**src/rtl/alu_operand_stage.sv**
```systemverilog
// ID/EX operand stage feeding the ALU.
// Holds one decoded instruction behind a valid/ready handshake, resolves
// EX/MEM and MEM/WB forwarding on the held source registers, and drives the
// ALU operands. While stalled, the held register values are refreshed from the
// forwarding paths every cycle, so a producer that retires during the stall
// is not lost.
`timescale 1ns/1ps

module alu_operand_stage #(
  parameter int DATA_WIDTH    = 32,
  parameter int OPCODE_LENGTH = 4,
  parameter int REG_ADDR      = 5
) (
  input  logic                     clk,
  input  logic                     reset,
  input  logic                     flush,

  input  logic                     in_valid,
  output logic                     in_ready,
  input  logic [DATA_WIDTH-1:0]    in_rs1_data,
  input  logic [DATA_WIDTH-1:0]    in_rs2_data,
  input  logic [DATA_WIDTH-1:0]    in_imm,
  input  logic [DATA_WIDTH-1:0]    in_pc,
  input  logic [REG_ADDR-1:0]      in_rs1,
  input  logic [REG_ADDR-1:0]      in_rs2,
  input  logic [REG_ADDR-1:0]      in_rd,
  input  logic                     in_reg_write,
  input  logic                     in_a_sel_pc,
  input  logic                     in_b_sel_imm,
  input  logic [OPCODE_LENGTH-1:0] in_operation,

  input  logic [REG_ADDR-1:0]      exmem_rd,
  input  logic                     exmem_reg_write,
  input  logic [DATA_WIDTH-1:0]    exmem_result,
  input  logic [REG_ADDR-1:0]      memwb_rd,
  input  logic                     memwb_reg_write,
  input  logic [DATA_WIDTH-1:0]    memwb_result,

  output logic                     out_valid,
  input  logic                     out_ready,
  output logic [DATA_WIDTH-1:0]    SrcA,
  output logic [DATA_WIDTH-1:0]    SrcB,
  output logic [OPCODE_LENGTH-1:0] Operation,
  output logic [REG_ADDR-1:0]      out_rd,
  output logic                     out_reg_write,
  output logic [DATA_WIDTH-1:0]    out_rs2_fwd,
  output logic [31:0]              stall_count
);

  // Everything the stage remembers about the held instruction.
  typedef struct packed {
    logic [DATA_WIDTH-1:0]    rs1_data;
    logic [DATA_WIDTH-1:0]    rs2_data;
    logic [DATA_WIDTH-1:0]    imm;
    logic [DATA_WIDTH-1:0]    pc;
    logic [REG_ADDR-1:0]      rs1;
    logic [REG_ADDR-1:0]      rs2;
    logic [REG_ADDR-1:0]      rd;
    logic                     reg_write;
    logic                     a_sel_pc;
    logic                     b_sel_imm;
    logic [OPCODE_LENGTH-1:0] operation;
  } instr_t;

  instr_t                  instr_q;
  logic                    valid_q;
  logic [31:0]             stall_q;
  logic [DATA_WIDTH-1:0]   fwd_rs1;
  logic [DATA_WIDTH-1:0]   fwd_rs2;
  logic                    load;
  logic                    hold;

  assign in_ready = !valid_q || out_ready;
  assign load     = in_valid && in_ready && !flush;
  assign hold     = valid_q && !out_ready && !flush;

  // Forwarding mux: EX/MEM beats MEM/WB; x0 is never forwarded.
  always_comb begin
    // NOTE: every output of a combinational block gets a default first, so no
    // path leaves it unassigned and no latch is inferred.
    fwd_rs1 = instr_q.rs1_data;
    fwd_rs2 = instr_q.rs2_data;
    if (exmem_reg_write && (exmem_rd != '0) && (exmem_rd == instr_q.rs1))
      fwd_rs1 = exmem_result;
    else if (memwb_reg_write && (memwb_rd != '0) && (memwb_rd == instr_q.rs1))
      fwd_rs1 = memwb_result;
    if (exmem_reg_write && (exmem_rd != '0) && (exmem_rd == instr_q.rs2))
      fwd_rs2 = exmem_result;
    else if (memwb_reg_write && (memwb_rd != '0) && (memwb_rd == instr_q.rs2))
      fwd_rs2 = memwb_result;
  end

  // ALU-facing outputs, forced to zero whenever nothing valid is held.
  always_comb begin
    SrcA          = '0;
    SrcB          = '0;
    Operation     = '0;
    out_rd        = '0;
    out_reg_write = 1'b0;
    out_rs2_fwd   = '0;
    if (valid_q) begin
      SrcA          = instr_q.a_sel_pc  ? instr_q.pc  : fwd_rs1;
      SrcB          = instr_q.b_sel_imm ? instr_q.imm : fwd_rs2;
      Operation     = instr_q.operation;
      out_rd        = instr_q.rd;
      out_reg_write = instr_q.reg_write;
      out_rs2_fwd   = fwd_rs2;
    end
  end

  assign out_valid   = valid_q;
  assign stall_count = stall_q;

  // Instruction register: flush kills, load captures, hold refreshes sources.
  always_ff @(posedge clk or negedge reset) begin
    if (!reset) begin
      // NOTE: sequential state uses non-blocking assignments so every register
      // samples its pre-edge value, independent of statement order.
      valid_q <= 1'b0;
      instr_q <= '0;
    end else if (flush) begin
      valid_q <= 1'b0;
    end else if (load) begin
      valid_q            <= 1'b1;
      instr_q.rs1_data   <= in_rs1_data;
      instr_q.rs2_data   <= in_rs2_data;
      instr_q.imm        <= in_imm;
      instr_q.pc         <= in_pc;
      instr_q.rs1        <= in_rs1;
      instr_q.rs2        <= in_rs2;
      instr_q.rd         <= in_rd;
      instr_q.reg_write  <= in_reg_write;
      instr_q.a_sel_pc   <= in_a_sel_pc;
      instr_q.b_sel_imm  <= in_b_sel_imm;
      instr_q.operation  <= in_operation;
    end else if (hold) begin
      instr_q.rs1_data <= fwd_rs1;
      instr_q.rs2_data <= fwd_rs2;
    end else if (valid_q && out_ready) begin
      valid_q <= 1'b0;
    end
  end

  // Saturating stall counter; only reset clears it.
  always_ff @(posedge clk or negedge reset) begin
    if (!reset)
      stall_q <= '0;
    else if (hold && (stall_q != 32'hFFFF_FFFF))
      stall_q <= stall_q + 32'd1;
  end

endmodule

```
**config.mk**
```make
export PLATFORM = sky130hd
export DESIGN_NAME = alu_operand_stage
export DESIGN_NICKNAME = d
export VERILOG_FILES = /design/src/rtl/alu_operand_stage.sv
export SDC_FILE = /design/constraint.sdc
export NUM_CORES = 1
export LEC_CHECK = 0
export CAP_MARGIN = 10
export CORE_MARGIN = 2
export CORE_UTILIZATION = 45
export DETAILED_ROUTE_END_ITERATION = 8
export GPL_TIMING_DRIVEN = 0
export PLACE_DENSITY = 0.79
export SLEW_MARGIN = 30
export SYNTH_ARGS = -nofsm -noshare
export SYNTH_HDL_FRONTEND = slang
export SYNTH_SLANG_ARGS = --single-unit
```
**constraint.sdc**
```tcl
create_clock -name clk -period 6.6 [get_ports clk]
set_input_delay 1.98 -clock clk [delete_from_list [all_inputs] [get_ports clk]]
set_output_delay 1.98 -clock clk [all_outputs]
set_load 0.03 [all_outputs]
```
# == After elaboration in Yosys (flattened, before gate mapping) ==
# Cells that the tools add are included.
# totals
regBits,183
output_inout_bits,140
elab_cells,62
# classes
n_addsub,1
eq_ne,6
muxes,18
bitwise,1
n_reduce_logical,23
# ops
op,count
$mux W32,9
$mux W64,2
$add A32 B1 Y32 const B,1
$ne A32 B32 Y1 const B,1
$eq A5 B5 Y1,4
$logic_and A1 B1 Y1,12
$reduce_bool A5 Y1,2
$reduce_and A2 Y1,3
$mux W1,5
$mux W5,1
$mux W4,1
$logic_not A1 Y1,3
$ne A3 B3 Y1 const B,1
$reduce_bool A3 Y1,1
$reduce_bool A2 Y1,1
$logic_or A1 B1 Y1,1
$not A1 Y1,1

# == Logic depth before layout (Yosys ltp) ==
# Gate-level depths: netlist of run 1.
# depth
depth_word,7
mapped_depth,8
mapped_depth_nobuf,6

# == Worst setup path before layout of run 1 ==
# Ideal clock, no wire load.
# synth_timing
path_type,input to output
from,input port memwb_rd[1]
to,output port SrcB[10]
arrival_ns,4.379
required_time_ns,4.620
slack_ns,0.241
stages,6
cell_sequence,or4_1 -> o21ai_2 -> buf_2 -> o31ai_1 -> and3_1 -> o41ai_1
# synth_between
elab_chain_cells,7
word_cells_on_any_way,8
# synth_rtl
item,line_no,source
start: declaration,35,"input logic [REG_ADDR-1:0] memwb_rd,"
$reduce_bool A5 Y1,89,else if (memwb_reg_write && (memwb_rd != '0) && (memwb_rd == instr_q.rs2))
$logic_and A1 B1 Y1,89,
$logic_and A1 B1 Y1 *,89,
$mux W32 *,89,
$mux W32 *,87,if (exmem_reg_write && (exmem_rd != '0) && (exmem_rd == instr_q.rs2))
$mux W32 *,103,SrcB = instr_q.b_sel_imm ? instr_q.imm : fwd_rs2;
$mux W32 *,101,if (valid_q) begin
end: declaration,42,"output logic [DATA_WIDTH-1:0] SrcB,"
# Every way passes the cells marked *; elsewhere a longest branch is shown, timed or not.

# == Worst setup path after layout of run 1 ==
# layout_timing
from,input port exmem_rd[1]
to,output port SrcA[3]
# layout_between
elab_chain_cells,6
word_cells_on_any_way,7
# layout_rtl
item,line_no,source
start: declaration,32,"input logic [REG_ADDR-1:0] exmem_rd,"
$reduce_bool A5 Y1,83,if (exmem_reg_write && (exmem_rd != '0) && (exmem_rd == instr_q.rs1))
$logic_and A1 B1 Y1,83,
$logic_and A1 B1 Y1 *,83,
$mux W32 *,83,
$mux W32 *,102,SrcA = instr_q.a_sel_pc ? instr_q.pc : fwd_rs1;
$mux W32 *,101,
end: declaration,41,"output logic [DATA_WIDTH-1:0] SrcA,"
# Marked as above.

==> summary.txt, run 1 <==
Layout
  • Final Non-Filler Cells: around 1900
  • Layout cells sized above 1: 0.206
  • Layout Utilization: 0.656
  • Fin nets: 1800
  • Commonest non-fill, non-tap cell in the layout: clkdlybuf4s50_1
  • Layout area overhead: 44.5%
  • Commonest non-fill, non-tap cells in the layout: clkdlybuf4s50_1, dfrtp_1, nor3_1

Drt
  • DR pass1 iterations: 8
  • Post-Route WL: 50100 um
  • Via density: approximately 6.7
  • DR vias: 12800
  • Drt drc: 0
  • Final ANT Viol Nets: 0
  • 1st-iter DRT viols: around 1900
  • Avg WL per Cell: around 26 um

Global routing
  • First-pass GRT wire length: 74100 um
  • GRT Total Usage: 0.369
  • Antenna violations before repair: 6
  • Largest net degree at the start of global routing: about 80
  • Overflow after GRT: 0
  • Vias in the first global route: between 10000 and 15000

Die
  • Die Span X: 163 um
  • Total core area: roughly 25000 um2
  • Initial Util: 0.454
  • Io pins: about 370
  • Die height: between 150 and 200 um
  • Core Rows: 58
  • Die Area: between 20000 and 30000 um2

Logic synthesis
  • Top post-synthesis cells by area: dfrtp_1, mux2_2, o32a_1
  • Most used DFF post-synth: dfrtp_1
  • Synth async-reset ratio: 1.00
  • Ys Warns: 0
  • Avg Cell Area, Syn: just under 10 um2
  • Register area share after synthesis: 0.404
  • Number of synthesized flops with an enable pin: 0
  • Yosys cell types: 45
  • Synth Instances: 1178
  • Synthesized area: ~11000 um2
  • Synthesized netlist net count: between 1000 and 1500
  • FF+latch count, synth: roughly 180
  • Post-synth top area share: 0.404
  • Largest area contributor in the netlist: dfrtp_1

Setup path
  • Buffers & Inverters on Critical Path: 4
  • Cell family with the largest share of critical-path delay: buffers and inverters
  • Critical path type: input pin to output pin
  • CP peak stage delay: just over 0.6 ns
  • Critical-path top delay cell: or4_4
  • WP data required: between 4 and 5 ns
  • Worst setup EP type: output pin
  • CP Max Fanout: 10
  • Critical Path AT: 4.61 ns
  • Crit path cell chain: clkdlybuf4s50_1 -> or4_4 -> o211ai_4 -> or2_2 -> buf_2 -> clkbuf_4 -> and3_1 -> o41ai_4 -> buf_4
  • Critical path startpoint category: input pin

STA
  • Slew Limit Fails: 0
  • Final critical-path required period: around 6.6 ns
  • Skew final: ~0.015 ns
  • Final hold violations: 0
  • Unrepaired setup endpoints after global routing: true
  • Period Utilization, post-route: 0.999
  • Worst slew pin tran: between 0.9 and 1 ns
  • Rel. slew slack: 0.386
  • FMAX: approximately 0.15 GHz
  • Endpoints failing setup: 0

Worst hold path
  • HP Class: flip-flop to flip-flop

Placed design
  • Routability cong.: between 1 and 1.5
  • Placed Instances: 1879
  • IO Port Bufs: 369
  • DP Wirelength: roughly 38000 um

Power and ir drop
  • Net Sw Power: 0.00149 W
  • VDD IR max: 149 uV
  • Pint: between 0.002 and 0.0025 W
  • Leakage: ~6.3 nW
  • Clock power frac: 0.270
  • Sw Share: 0.376
  • Combinational Power Share: 0.375
  • Total power: 0.00397 W
  • PwrDens: between 200 and 250 nW/um2
  • Sequential power share: 0.355

CTS
  • Num Clock Sinks: 183
  • CTS root buf: clkbuf_16
  • Max H-tree Level: 4
  • TritonCTS clock tree: yes
  • Worst-Skew Late Latency: 0.45 ns
  • Inserted Clock Buffers: 17
  • CTS Buffer Depth: 2
  • Clock slew at the register clock pins of the worst setup and hold paths: roughly 0.07 ns

Job
  • Max-Cap Viols: 0

Status
  • Outcome: finished clean
==> synthesized netlist by cell type, types with 7 or more instances <==
library cell / n
nand2_1: 76
nand3_1: 13
and2_1: 14
clkbuf_1: 112
buf_2: 16
dfrtp_1: 183
o31ai_1: 64
xor2_1: 17
o41ai_1: 59
xnor2_1: 30
o21a_1: 66
nand4_1: 76
a31oi_1: 65
o32a_1: 62
a21oi_1: 7
nor3_1: 99
mux2_2: 87
nor2_1: 19
and3_1: 63
==> cell families (layout without fill, tap and decap cells) <==
family	after synthesis	count (layout)	share of synthesized area
other	0	8	0
adders and majority gates	1	1	0.00110
DFF	183	183	0.404
and+or+nand+nor	385	385	0.185
AOI/OAI and AO/OA	337	337	0.237
xor gates and xnor gates	48	48	0.0378
muxes	87	87	0.0865
buffers and inverters	137	540	0.0478
==> power groups by stage <==
stage	combinational (W)	clock, W	sequential (W)
after floorplan	0.000831	0	0.00141
after global placement	0.00140	0	0.00142
after detailed placement	0.00143	0	0.00142
after CTS	0.00144	0.00108	0.00140
after global routing	0.00156	0.00113	0.00143
final	0.00149	0.00107	0.00141
==> registers in the layout, indices dropped and copies added, names as in the netlist <==
register     count
out_valid        1
stall_count     32
instr_q        150
==> final cells by class <==
type	instances	area (um2)
Buffer	127	597
Multi-Input combinational cell	858	6590
Timing Repair Buffer	377	3560
Clock buffer	17	425
Clock inverter	15	169
Sequential cell	183	4580
Tap cell	330	413
Inverter	4	15.0
Fill cell	2093	8590
Antenna cell	8	20.0
==> worst register-to-register path, stage by stage, from the launching register on <==
cell	delay [ns]
dfrtp_1	0.55
nand2b_1	0.28
nand2_1	0.10
nor2_1	0.63
clkbuf_2	0.59
clkbuf_1	0.53
mux2_2	0.41
==> metal layers <==
metal / up-vias / global-route usage / share of wire
met5: - / 0 / 0
met4: 0 / 0.179 / 0.051
met3: 198 / 0.0927 / 0.11
met2: 979 / 0.594 / 0.46
met1: 6183 / 0.467 / 0.38
li1: 5449 / - / -
==> through the flow <==
step / area [um2] / setup slack, ns / setup TNS (ns) / hold WS, ns
final: 16400 / 0.00887 / 0 / 0.504
after global routing: 16400 / 0.00283 / 0 / 0.523
after CTS: 16300 / -0.150 / -0.948 / 0.506
after detailed placement: 15500 / -1.14 / -64.80 / 0.489
after global placement: 15400 / -4.47 / -876.09 / 0.483
after floorplan: 11300 / 0.241 / 0 / 0.472
==> timing repair <==
item                       in CTS  in global routing
resized for setup             498                136
pin swaps                       3                  1
setup buffers                   6                  0
hold buffers                    0                  0
setup endpoints to repair      96                 93
==> final timing paths <==
path	start	to	slack, ns	cells after the start
worst min-delay path	instr_q[3]$_DFFE_PN0P_	instr_q[3]$_DFFE_PN0P_	0.50	1
worst min register to register	instr_q[3]$_DFFE_PN0P_	instr_q[3]$_DFFE_PN0P_	0.50	1
max in group asynchronous	reset	instr_q[149]$_DFFE_PN0P_	4.38	2
worst max register to register	out_valid$_DFFE_PN0P_	instr_q[60]$_DFFE_PN0P_	3.39	6
min in group asynchronous	reset	instr_q[3]$_DFFE_PN0P_	1.44	1
worst max-delay path	exmem_rd[1]	SrcA[3]	0.009	9
Power figures use the tool's default switching activity.
==> run 2, diff against run 1 <==
Settings changed: SKIP_LAST_GASP set to 1.
Clock period 6.6 ns to 6.35 ns, I/O delays scaled along.
==> summary.txt, run 2 (synthesis results as in run 1) <==
Global routing
  • GRT Total Usage: 0.369 (about the same)
  • Vias in the first global route: 12800 (+0.66%)
  • Largest net degree at the start of global routing: 81 (unchanged)
  • First-pass GRT wire length: 74100 um (about the same)
  • Antenna violations before repair: 6 (unchanged)
  • Overflow after GRT: 0 (unchanged)

CTS
  • Num Clock Sinks: 183 (unchanged)
  • Worst-Skew Late Latency: 0.46 ns (about the same)
  • Clock slew at the register clock pins of the worst setup and hold paths: 0.07 ns (about the same)
  • CTS root buf: clkbuf_16
  • Inserted Clock Buffers: 17 (unchanged)
  • TritonCTS clock tree: yes
  • Hold buffer count at cts: 0 (unchanged)
  • CTS Buffer Depth: 2 (unchanged)
  • Max H-tree Level: 4 (unchanged)

STA
  • Rel. slew slack: 0.403 (+0.0163)
  • FMAX: about 0.16 GHz
  • Slew Limit Fails: 0 (unchanged)
  • Final critical-path required period: roughly 6.4 ns
  • Worst slew pin tran: 0.888 ns (-0.0326 ns)
  • Unrepaired setup endpoints after global routing: true
  • Period Utilization, post-route: 1.00
  • Hold Slack: 0.504 ns (-0.000787 ns)
  • Endpoints failing setup: 3 (+3)
  • Skew final: 0.0143 ns (-0.000635 ns)
  • Worst setup margin: -0.00572 ns (-0.0146 ns)
  • Final hold violations: 0 (unchanged)

Placed design
  • IO Port Bufs: 369 (unchanged)
  • Post-DP Area: 15500 um2 (unchanged)
  • Routability cong.: 1.00 (unchanged)
  • DP Wirelength: 38300 um (unchanged)
  • Place WS: -1.24 ns (-0.100 ns)

Drt
  • DR vias: 12900 (+0.55%)
  • DR pass1 iterations: 6 (-2)
  • Post-Route WL: 50100 um (about the same)
  • Final ANT Viol Nets: 0 (unchanged)
  • 1st-iter DRT viols: 2069 (+11%)
  • Via density: 6.69 (+0.29%)
  • Avg WL per Cell: 26.0 um (-0.23%)
  • Drt drc: 0 (unchanged)

Setup path
  • FF-to-FF End: instr_q[51]$_DFFE_PN0P_
  • Critical Path AT: 4.45 ns (-0.16 ns)
  • CP Max Fanout: 10 (unchanged)
  • Critical path startpoint category: input pin
  • WP data required: 4.45 ns (-0.17 ns)
  • Worst R2R Start: out_valid$_DFFE_PN0P_
  • Critical path type: input pin to output pin
  • Worst setup EP type: output pin
  • Register-to-register setup slack: 3.12 ns (-0.27 ns)
  • R2R cell count: 6 (unchanged)

Worst hold path
  • Hold path start: instr_q[3]$_DFFE_PN0P_
  • Hold Crit Endpoint: instr_q[3]$_DFFE_PN0P_
  • Hold Crit Depth: 1 (unchanged)
  • HP Class: flip-flop to flip-flop

Layout
  • Layout cells sized above 1: 0.209 (+0.00237)
  • Final Cell Area: 16400 um2 (+0.41%)
  • Commonest non-fill, non-tap cell in the layout: clkdlybuf4s50_1
  • Fin nets: 1806 (+0.33%)
  • Commonest non-fill, non-tap cells in the layout: clkdlybuf4s50_1, dfrtp_1, nor3_1
  • Largest register FFs: 150 (unchanged)
  • Layout Utilization: 0.658 (+0.00271)
  • Layout area overhead: 45.1%
  • Largest Register: instr_q

Die
  • Die Span X: 163 um (unchanged)
  • Core Rows: 58 (unchanged)
  • Die height: 163 um (unchanged)
  • Initial Util: 0.454 (unchanged)
  • Die Area: 26500 um2 (unchanged)
  • Total core area: 25000 um2 (unchanged)
  • Io pins: 371 (unchanged)

Status
  • Failing checks: setup timing
  • Outcome: finished, violations left

Power and ir drop
  • VDD IR max: 157 uV (+5.3%)
  • PwrDens: 252 nW/um2 (+3.9%)
  • Leakage: 6.37 nW (+1.4%)

Job
  • Max-Cap Viols: 0 (unchanged)
[run 2: cell types whose count changed in the layout (fill, tap and decap cells not counted), moves of 3 or more]
cell,delta
buf_4,-4
dlygate4sd2_1,+8
o41ai_1,+3
dlymetal6s2s_1,+6
xor2_1,-3
xor2_2,+3
buf_2,+4
clkdlybuf4s50_1,-6
clkdlybuf4s15_2,-5
[run 2: per-layer routing]
metal	track usage	wire length (um)
met1	0.467	18800
met2	0.597	22900
met3	0.0894	5600
met5	0	0
met4	0.174	2760
[run 2: worst max path at each step]
stage / start / endpoint / slack, ns / cells after the start
finish: memwb_rd[4] / SrcA[18] / -0.006 / 9
global route: memwb_rd[4] / SrcA[14] / -0.07 / 9
CTS: memwb_rd[1] / SrcA[31] / -0.13 / 9
detailed placement: memwb_rd[1] / SrcA[31] / -1.24 / 8
global placement: reset / instr_q[47]$_DFFE_PN0P_ / -4.65 / 1
floorplan: memwb_rd[1] / SrcB[10] / 0.14 / 6
[run 2: worst max-delay path, stage by stage]
cell and delay (ns):
clkdlybuf4s50_1 0.49, or4_4 0.49, o21ai_4 0.19, buf_12 0.15, buf_4 0.21, o31ai_1 0.12
a311o_1 0.36, a21oi_1 0.26, buf_2 0.26
[run 2: cell type report]
cell class | instances | area [um2]
Antenna cell | 7 | 17.5
Buffer | 127 | 623
Clock buffer | 17 | 425
Clock inverter | 15 | 169
Fill cell | 2091 | 8530
Inverter | 4 | 15.0
Multi-Input combinational cell | 858 | 6600
Sequential cell | 183 | 4580
Tap cell | 330 | 413
Timing Repair Buffer | 383 | 3590
[run 2: where the power goes]
| group | total, W | switching [W] | internal [W] |
|---|---|---|---|
| registers | 0.00147 | 0.000129 | 0.00134 |
| logic | 0.00156 | 0.000902 | 0.000656 |
| clock network | 0.00112 | 0.000531 | 0.000590 |
[run 2: metrics by stage]
step / power (W) / cells / TNS (ns)
after floorplan: 0.00233 / 1178 / 0
after global placement: 0.00292 / 1877 / -917.72
after detailed placement: 0.00296 / 1879 / -74.40
after CTS: 0.00409 / 1917 / -0.996
after global routing: 0.00429 / 1922 / -0.399
final: 0.00415 / 1924 / -0.00863
[run 2: repair_timing]
item / in CTS / in global routing
setup endpoints to repair: 96 / 94
endpoints found under the hold margin: 0 / 0
resized for setup: 464 / 115
pin swaps: 5 / 10
buffers inserted: 10 / 2
gates cloned: 0 / 0
==> run 3, diff against run 2 <==
Settings changed: CORE_ASPECT_RATIO set to 1.5.
Clock period 6.35 ns to 6.2 ns, I/O delays scaled along.
==> summary.txt, run 3 (synthesis results as in run 1) <==
Placed design
  • DP Wirelength: 39100 um (+2.0%)
  • Placed Instances: 1877 (-0.11%)
  • Place WS: -1.21 ns (+0.0296 ns)
  • IO Port Bufs: 369 (unchanged)
  • Routability cong.: 0.968 (-3.6%)

Layout
  • Fin nets: 1805 (-0.055%)
  • Seq. cell area: 4580 um2 (unchanged)
  • Commonest non-fill, non-tap cells in the layout: clkdlybuf4s50_1, dfrtp_1, nor3_1
  • Largest register FFs: 150 (unchanged)
  • Layout area overhead: 46.5%
  • Final Non-Filler Cells: 1915 (-0.47%)
  • Commonest non-fill, non-tap cell in the layout: clkdlybuf4s50_1
  • Largest Register: instr_q
  • Multi-input logic area: 6760 um2 (+2.3%)
  • Layout cells sized above 1: 0.230 (+0.0211)
  • FILL cells: 2064 (-1.3%)

Die
  • Die Span X: 134 um (-18%)
  • Io pins: 371 (unchanged)
  • Initial Util: 0.455 (+0.00164)
  • Die Area: 26500 um2 (+0.10%)
  • Total core area: 24900 um2 (-0.36%)
  • Die height: 198 um (+22%)
  • Core Rows: 71 (+22%)

STA
  • Period Utilization, post-route: 1.01
  • Slew Limit Fails: 0 (unchanged)
  • Skew final: 0.00942 ns (-0.00487 ns)
  • Unrepaired setup endpoints after global routing: true
  • Final hold violations: 0 (unchanged)
  • Worst setup margin: -0.0518 ns (-0.0461 ns)
  • Final critical-path required period: between 6 and 7 ns
  • Worst slew pin tran: 1.07 ns (+0.181 ns)
  • Rel. slew slack: 0.288 (-0.115)
  • Endpoints failing setup: 9 (+6)
  • FMAX: ~0.16 GHz

Worst hold path
  • HP Class: flip-flop to flip-flop
  • Hold Crit Endpoint: instr_q[2]$_DFFE_PN0P_
  • Hold path start: instr_q[2]$_DFFE_PN0P_
  • Hold Crit Depth: 1 (unchanged)

Drt
  • Post-Route WL: 51700 um (+3.1%)
  • Via density: 6.65 (-0.66%)
  • DR vias: 12700 (-1.1%)
  • DR pass1 iterations: 6 (unchanged)
  • 1st-iter DRT viols: 1310 (-37%)
  • Avg WL per Cell: 27.0 um (+3.6%)
  • Final ANT Viol Nets: 0 (unchanged)
  • Drt drc: 0 (unchanged)

CTS
  • CTS Buffer Depth: 2 (unchanged)
  • Worst-Skew Late Latency: 0.46 ns (about the same)
  • Max H-tree Level: 4 (unchanged)
  • Clock slew at the register clock pins of the worst setup and hold paths: 0.07 ns (about the same)
  • Inserted Clock Buffers: 17 (unchanged)
  • TritonCTS clock tree: yes
  • CTS root buf: clkbuf_16
  • Hold buffer count at cts: 0 (unchanged)
  • Num Clock Sinks: 183 (unchanged)

Global routing
  • GRT Total Usage: 0.388 (+0.0188)
  • Vias in the first global route: 13200 (+3.4%)
  • First-pass GRT wire length: 77100 um (+4.1%)
  • Largest net degree at the start of global routing: 76 (-6.2%)
  • Overflow after GRT: 0 (unchanged)
  • Antenna violations before repair: 3 (-3)

Setup path
  • CP Max Fanout: 3 (-7)
  • Worst setup EP type: output pin
  • CP peak stage delay: 0.61 ns (+0.12 ns)
  • Buffers & Inverters on Critical Path: 4 (unchanged)
  • Critical path type: input pin to output pin
  • FF-to-FF End: instr_q[63]$_DFFE_PN0P_
  • Critical Path AT: 4.39 ns (-0.06 ns)
  • R2R cell count: 6 (unchanged)
  • CP dominant cell by count: buf_4
  • Register-to-register setup slack: 3.05 ns (-0.07 ns)
  • Critical path startpoint category: input pin
  • Critical-path top delay cell: or4_4
  • Cell family with the largest share of critical-path delay: buffers and inverters
  • Worst R2R Start: out_valid$_DFFE_PN0P_
  • Crit path cell chain: clkdlybuf4s50_1 -> or4_4 -> o211ai_4 -> buf_4 -> buf_4 -> nor3_1 -> o41ai_2 -> buf_2
  • WP data required: 4.34 ns (-0.11 ns)

Status
  • Outcome: finished, violations left
  • Failing checks: setup timing

Power and ir drop
  • PwrDens: 257 nW/um2 (+2.0%)
  • VDD IR max: 216 uV (+38%)
  • Leakage: 6.39 nW (+0.18%)

Job
  • Max-Cap Viols: 0 (unchanged)
## run 3: cell types whose count changed in the layout (fill, tap and decap cells not counted), sizes merged, moves of 3 or more
cell | before | now
clkinv | 5 | 2
diode | 7 | 2
clkbuf | 132 | 126
dlygate4sd2 | 19 | 3
buf | 87 | 112
## run 3: worst max-delay path by stage
stage / slack [ns] / to / startpoint / cells after the start
global route: -0.11 / out_rs2_fwd[19] / exmem_rd[4] / 8
finish: -0.05 / SrcB[31] / exmem_rd[1] / 8
floorplan: 0.08 / SrcB[10] / memwb_rd[1] / 6
global placement: -4.63 / instr_q[73]$_DFFE_PN0P_ / reset / 1
CTS: -0.05 / SrcB[16] / exmem_rd[1] / 8
detailed placement: -1.21 / SrcA[1] / memwb_rd[1] / 8
## run 3: area by class of cell
| cell class | instances | share of cell area |
|---|---|---|
| diodes | 2 | 0.000301 |
| repair buffers | 381 | 0.218 |
| multi-input cells | 858 | 0.407 |
| clock inverters | 13 | 0.00882 |
| well taps | 328 | 0.0247 |
| clock buffers | 18 | 0.0265 |
| plain buffers | 128 | 0.0380 |
| flip-flops and latches | 183 | 0.276 |
| inverters | 4 | 0.000904 |
## run 3: metal layers
metal / wire length, um / up-vias / global-route usage
met5: 13 / - / 0
met4: 4980 / 2 / 0.307
met3: 4900 / 285 / 0.0996
met2: 24300 / 933 / 0.643
met1: 17400 / 6082 / 0.420
li1: - / 5433 / -
## run 3: worst reg2reg max path: cells and delay by family (launching register included)
family / cells / cell delay [ns]
and+or+nand+nor: 3 / 0.89
muxes: 1 / 0.41
buffers and inverters: 2 / 1.11
DFF: 1 / 0.63
## run 3: metrics by stage
stage / instance area [um2] / setup TNS (ns) / hold WS, ns / total power, W / util
global placement: 15400 / -924.21 / 0.481 / 0.00300 / 0.620
detailed placement: 15500 / -83.28 / 0.486 / 0.00304 / 0.623
finish: 16600 / -0.149 / 0.501 / 0.00427 / 0.667
CTS: 16400 / -0.396 / 0.500 / 0.00421 / 0.661
global route: 16600 / -0.394 / 0.527 / 0.00444 / 0.667
floorplan: 11300 / 0 / 0.472 / 0.00238 / -
## run 3: what timing repair did
item,4_1_cts,5_1_grt
hold endpoints to repair,0,0
resized for setup,672,77
buffers inserted,8,2
pin swaps,6,6
endpoints found under the setup margin,96,92
## run 3: power by group
part	switching, W	internal [W]
logic	0.000942	0.000698
clock network	0.000522	0.000607
registers	0.000131	0.00137
total	0.00159	0.00268
==> edit 1: new RTL, config.mk and constraints of run 1 <==
Change the parameter `OPCODE_LENGTH` from 4 to 16.
--- a/src/rtl/alu_operand_stage.sv
+++ b/src/rtl/alu_operand_stage.sv
@@ -9,5 +9,5 @@
 module alu_operand_stage #(
   parameter int DATA_WIDTH    = 32,
-  parameter int OPCODE_LENGTH = 4,
+  parameter int OPCODE_LENGTH = 16,
   parameter int REG_ADDR      = 5
 ) (
Interface: changed (resized Operation and in_operation); port bits go from 371 to 395. No check against the original RTL was run, so the function may have changed too.
==> edit 1 against run 1 <==
- the flow now finishes with violations (setup timing)
- routed wire length increased by 4.8%
- sequential power increased by 6%
- global-route usage decreased by 3.1 points
- setup slack got worse by 0.035 ns
- sequential cell count increased by 12
- non-clock buffer count increased by 25
- area after synthesis increased by 14%
- maximum frequency decreased by 0.53%
- total power increased by 5.9%
- design area increased by 10%
- critical endpoint is now SrcA[30]
- highest routed layer is now met5
==> edit 1: results (changes against run 1) <==
- Inverters: 102 (was 4)
- Crit path to: SrcA[30] (was SrcA[3])
- FILL cells: 2458 (was 2093)
- Nets: 2034 (was 1800)
- Sequential share of cell area: 27.0% (was 28.0%)
- Clk tree area frac: 3.15% (was 3.63%)
- Dpl hpwl: 39000 um (was 38300 um)
- Pre-CTS setup slack: -0.873 ns (was -1.14 ns)
- Adder-Cell Fraction of Synth Area: 0.0968% (was 0.110%)
- Number of DRC markers in iteration 0: 1338 (was 1867)
- Setup TNS: -0.0262 ns (was 0 ns)
- WL final: 52500 um (was 50100 um)
- Post-synth top cells: 195 x dfrtp_1, 104 x nand2_1, 102 x inv_1 (was 183 x dfrtp_1, 112 x clkbuf_1, 99 x nor3_1)
- Clock Skews: 0.0181 ns (was 0.0149 ns)
- Cts repair resizes: 275 (was 498)
- Post-route setup slack: -0.0262 ns (was 0.00887 ns)
- Initial antenna violation count: 7 (was 6)
- Core area: 28500 um^2 (was 25000 um^2)
- Post-synthesis compound-gate area fraction: 23.4% (was 23.7%)
- Antenna cells: 7 (was 8)
- Hold Path End: stall_count[31] (was instr_q[3])
- Critical Path AT: 4.65 ns (was 4.61 ns)
- Fin cells: 2194 (was 1919)
- Fraction of standard cell area in multi-input logic: 40.7% (was 40.3%)
- P_int: 2580 uW (was 2480 uW)
- Signal buf overhead: 24.3% (was 25.4%)
- Vias/cell: 6.18 (was 6.67)
- R2r setup slk: 3.59 ns (was 3.39 ns)
- Worst path max stage delay: 0.51 ns (was 0.61 ns)
- # clk buffers: 21 (was 17)
- First-pass GRT wire length: 79000 um (was 74100 um)
- Failing checks: setup timing
- # setup viols final: 1 (was 0)
- Final Hold Slack: 0.501 ns (was 0.504 ns)
- Vias in the first global route: 13500 (was 12700)
- Leak pwr: 0.00731 uW (was 0.00628 uW)
- GRT Total Usage: 33.9% (was 36.9%)
- Placer Congestion: 0.928 (was 1.00)
- Hold Startpoint: stall_count[31] (was instr_q[3])
- Top cells by area, synth: dfrtp_1 38%, mux2_2 8.5%, a31oi_4 5.1% (was dfrtp_1 40%, mux2_2 8.6%, o32a_1 5.5%)
- Worst Setup SP: memwb_rd[3] (was exmem_rd[1])
- Post-DP Area: 17400 um^2 (was 15500 um^2)
- Multi-In Gates: 945 (was 858)
- Non-clock buffers: 529 (was 504)
- Status: complete, but fails checks (was complete, no violations)
- Clock sinks: 195 (was 183)
- Util after Layout: 63.5% (was 65.6%)
- Setup Fix Bufs, Post-CTS: 2 (was 6)
- Peak VDD IR: 0.200 mV (was 0.149 mV)
- Slew margin rel.: 40.6% (was 38.6%)
## edit 1: cell types whose count changed in the layout (fill, tap and decap cells not counted), sizes merged, moves of 60 or more
cell	run 1	this run
and4	4	68
o32a	62	1
nand4	77	9
o32ai	2	63
and3	64	4
o21a	66	2
inv	9	107
nand3	13	78
## edit 1: power groups by stage
stage	logic [uW]	clock network (uW)	registers, uW
after floorplan	960	0	1500
after global placement	1570	0	1510
after detailed placement	1600	0	1520
after CTS	1600	1060	1500
after global routing	1740	1100	1520
final	1650	1050	1500
## edit 1: routing by layer
metal  up-vias  routed length [um]  global-route usage (%)
met1      6606               20400                    43.0
li1       5881                   -                       -
met4         2                2690                    17.6
met3       166                5570                    9.01
met2       908               23800                    53.1
met5         -                  13                       0
## edit 1: worst register-to-register path, stage by stage (launching register included)
cell and delay, ns:
dfrtp_1 0.45, nand2b_1 0.23, nand2_1 0.10, nor2_1 0.63
clkbuf_1 0.64, buf_2 0.45, mux2_2 0.40
==> edit 2: new RTL, config.mk and constraints of run 1 <==
Made on the original files. Register the output `stall_count` once more, without a reset; this adds one clock of latency there. The other outputs are not delayed to match.
--- a/src/rtl/alu_operand_stage.sv
+++ b/src/rtl/alu_operand_stage.sv
@@ -110,5 +110,7 @@
 
   assign out_valid   = valid_q;
-  assign stall_count = stall_q;
+  always_ff @(posedge clk) begin
+    stall_count <= stall_q;
+  end
 
   // Instruction register: flush kills, load captures, hold refreshes sources.
Function: changed (a bounded check fails within 4 cycles, from zero or initial values and one cycle with reset low).
==> edit 2 against run 1 <==
- the run now ends with setup timing left
- setup slack worse by 0.014 ns
- routed wire length fell by 19%
- utilization is 2.8 points higher
- design area fell by 2.9%
- sequential cell count increased by 32
- maximum frequency is 0.21% lower
- largest cell class unchanged
- total power grew 1.5%
- via count fell by 19%
- area after synthesis shrank 6.8%
- largest power group is now registers
==> edit 2: results (changes against run 1) <==
- FILL cells: 1853 (was 2093)
- Status: complete, but fails checks (was complete, no violations)
- Post-DP Area: 14700 um^2 (was 15500 um^2)
- Via count: 10400 (was 12800)
- Leak pwr: 0.00623 uW (was 0.00628 uW)
- Peak VDD IR: 0.177 mV (was 0.149 mV)
- Nets: 1624 (was 1800)
- Worst reg2reg endpoint: instr_q[57] (was instr_q[60])
- H-tree levels: 1 (was 4)
- Syn Nets: 1230 (was 1410)
- Initial antenna violation count: 8 (was 6)
- Failing checks: setup timing
- I/O Buffers: 370 (was 369)
- # setup viols final: 1 (was 0)
- Dpl hpwl: 29900 um (was 38300 um)
- R2r setup slk: 3.75 ns (was 3.39 ns)
- Top cells by area, synth: dfrtp_1 43%, mux2_2 9.3%, o31ai_1 9.1% (was dfrtp_1 40%, mux2_2 8.6%, o32a_1 5.5%)
- First-pass GRT wire length: 59400 um (was 74100 um)
- Placer Congestion: 0.915 (was 1.00)
- Layout cells sized above 1: 22.2% (was 20.6%)
- Number of DRC markers in iteration 0: 880 (was 1867)
- Latest clock arrival within the worst-skew pair: 0.52 ns (was 0.45 ns)
- Slew margin rel.: 38.4% (was 38.6%)
- R2R depth: 6 (unchanged)
- Cts bufs inserted: 23 (was 17)
- Post-route setup slack: -0.00531 ns (was 0.00887 ns)
- Pre-CTS setup slack: -0.882 ns (was -1.14 ns)
- Slowest cell on crit path: or4_1 (was or4_4)
- Crit path to: out_rs2_fwd[25] (was SrcA[3])
- Post-synth top cells: 183 x dfrtp_1, 128 x o31ai_1, 88 x nand2_1 (was 183 x dfrtp_1, 112 x clkbuf_1, 99 x nor3_1)
- Seq/Total Area, Yosys: 49.5% (was 40.4%)
- Ys async rst share: 85.1% (was 100%)
- Largest net degree at the start of global routing: 78 (was 81)
- Netlist cell types: 40 (was 45)
- Longest Clk Path Bufs: 3 (was 2)
edit 2: repair_timing:
action	in CTS	in global routing
resized for setup	283	219
setup endpoints to repair	96	81
pin swaps	0	1
edit 2: cells by family after synthesis:
kind of cell	after synthesis	share of synthesized area [%]
simple gates	295	14.2
compound gates	263	19.5
flops	215	49.5
mux	87	9.28
buf+inv	86	3.12
xor+xnor	51	4.23
fa+ha+maj	1	0.119
edit 2: metrics by stage:
step | util (%) | hold WS, ns | TNS [ns] | instances
after floorplan | - | 0.378 | 0 | 998
after global placement | 63.0 | 0.397 | -853.32 | 1687
after detailed placement | 63.3 | 0.403 | -57.28 | 1689
after CTS | 67.9 | 0.426 | -0.0293 | 1727
after global routing | 68.3 | 0.440 | -0.179 | 1732
final | 68.3 | 0.430 | -0.00531 | 1733
edit 2: routing by layer:
metal	wire [um]	vias to the layer above	track usage, %
met5	13	-	0
met4	1820	2	14.7
met3	3950	118	6.94
met2	19400	663	52.2
met1	15200	5036	39.8
li1	-	4570	-
edit 2: report_power, final:
part	switching [uW]	leakage [uW]	total, uW	internal [uW]
Clock	558	0.000383	1320	760
Combinational	576	0.00332	1090	513
Sequential	132	0.00252	1630	1490
edit 2: critical path, delay by kind of cell:
family          cells  cell delay (ns)
simple gates        4             1.26
buf+inv             3             1.07
compound gates      1             0.31
edit 2: worst min-delay path by stage:
stage	depth (start not counted)	to	start
2_1_floorplan	0	stall_count[31]	stall_q[31]
3_3_place_gp	0	stall_count[28]	stall_q[28]
3_5_place_dp	0	stall_count[7]	stall_q[7]
4_1_cts	0	stall_count[28]	stall_q[28]
5_1_grt	0	stall_count[28]	stall_q[28]
6_report	0	stall_count[17]	stall_q[17]
edit 2: final cells by class:
cell class / count / area, um^2 / area share (%)
Antenna cell: 6 / 15.0 / 0.0945
Buffer: 79 / 380 / 2.39
Clock buffer: 34 / 721 / 4.53
Clock inverter: 7 / 45.0 / 0.283
Inverter: 4 / 15.0 / 0.0945
Multi-Input combinational cell: 697 / 5630 / 35.4
Sequential cell: 215 / 5220 / 32.8
Tap cell: 319 / 399 / 2.51
Timing Repair Buffer: 372 / 3470 / 21.8
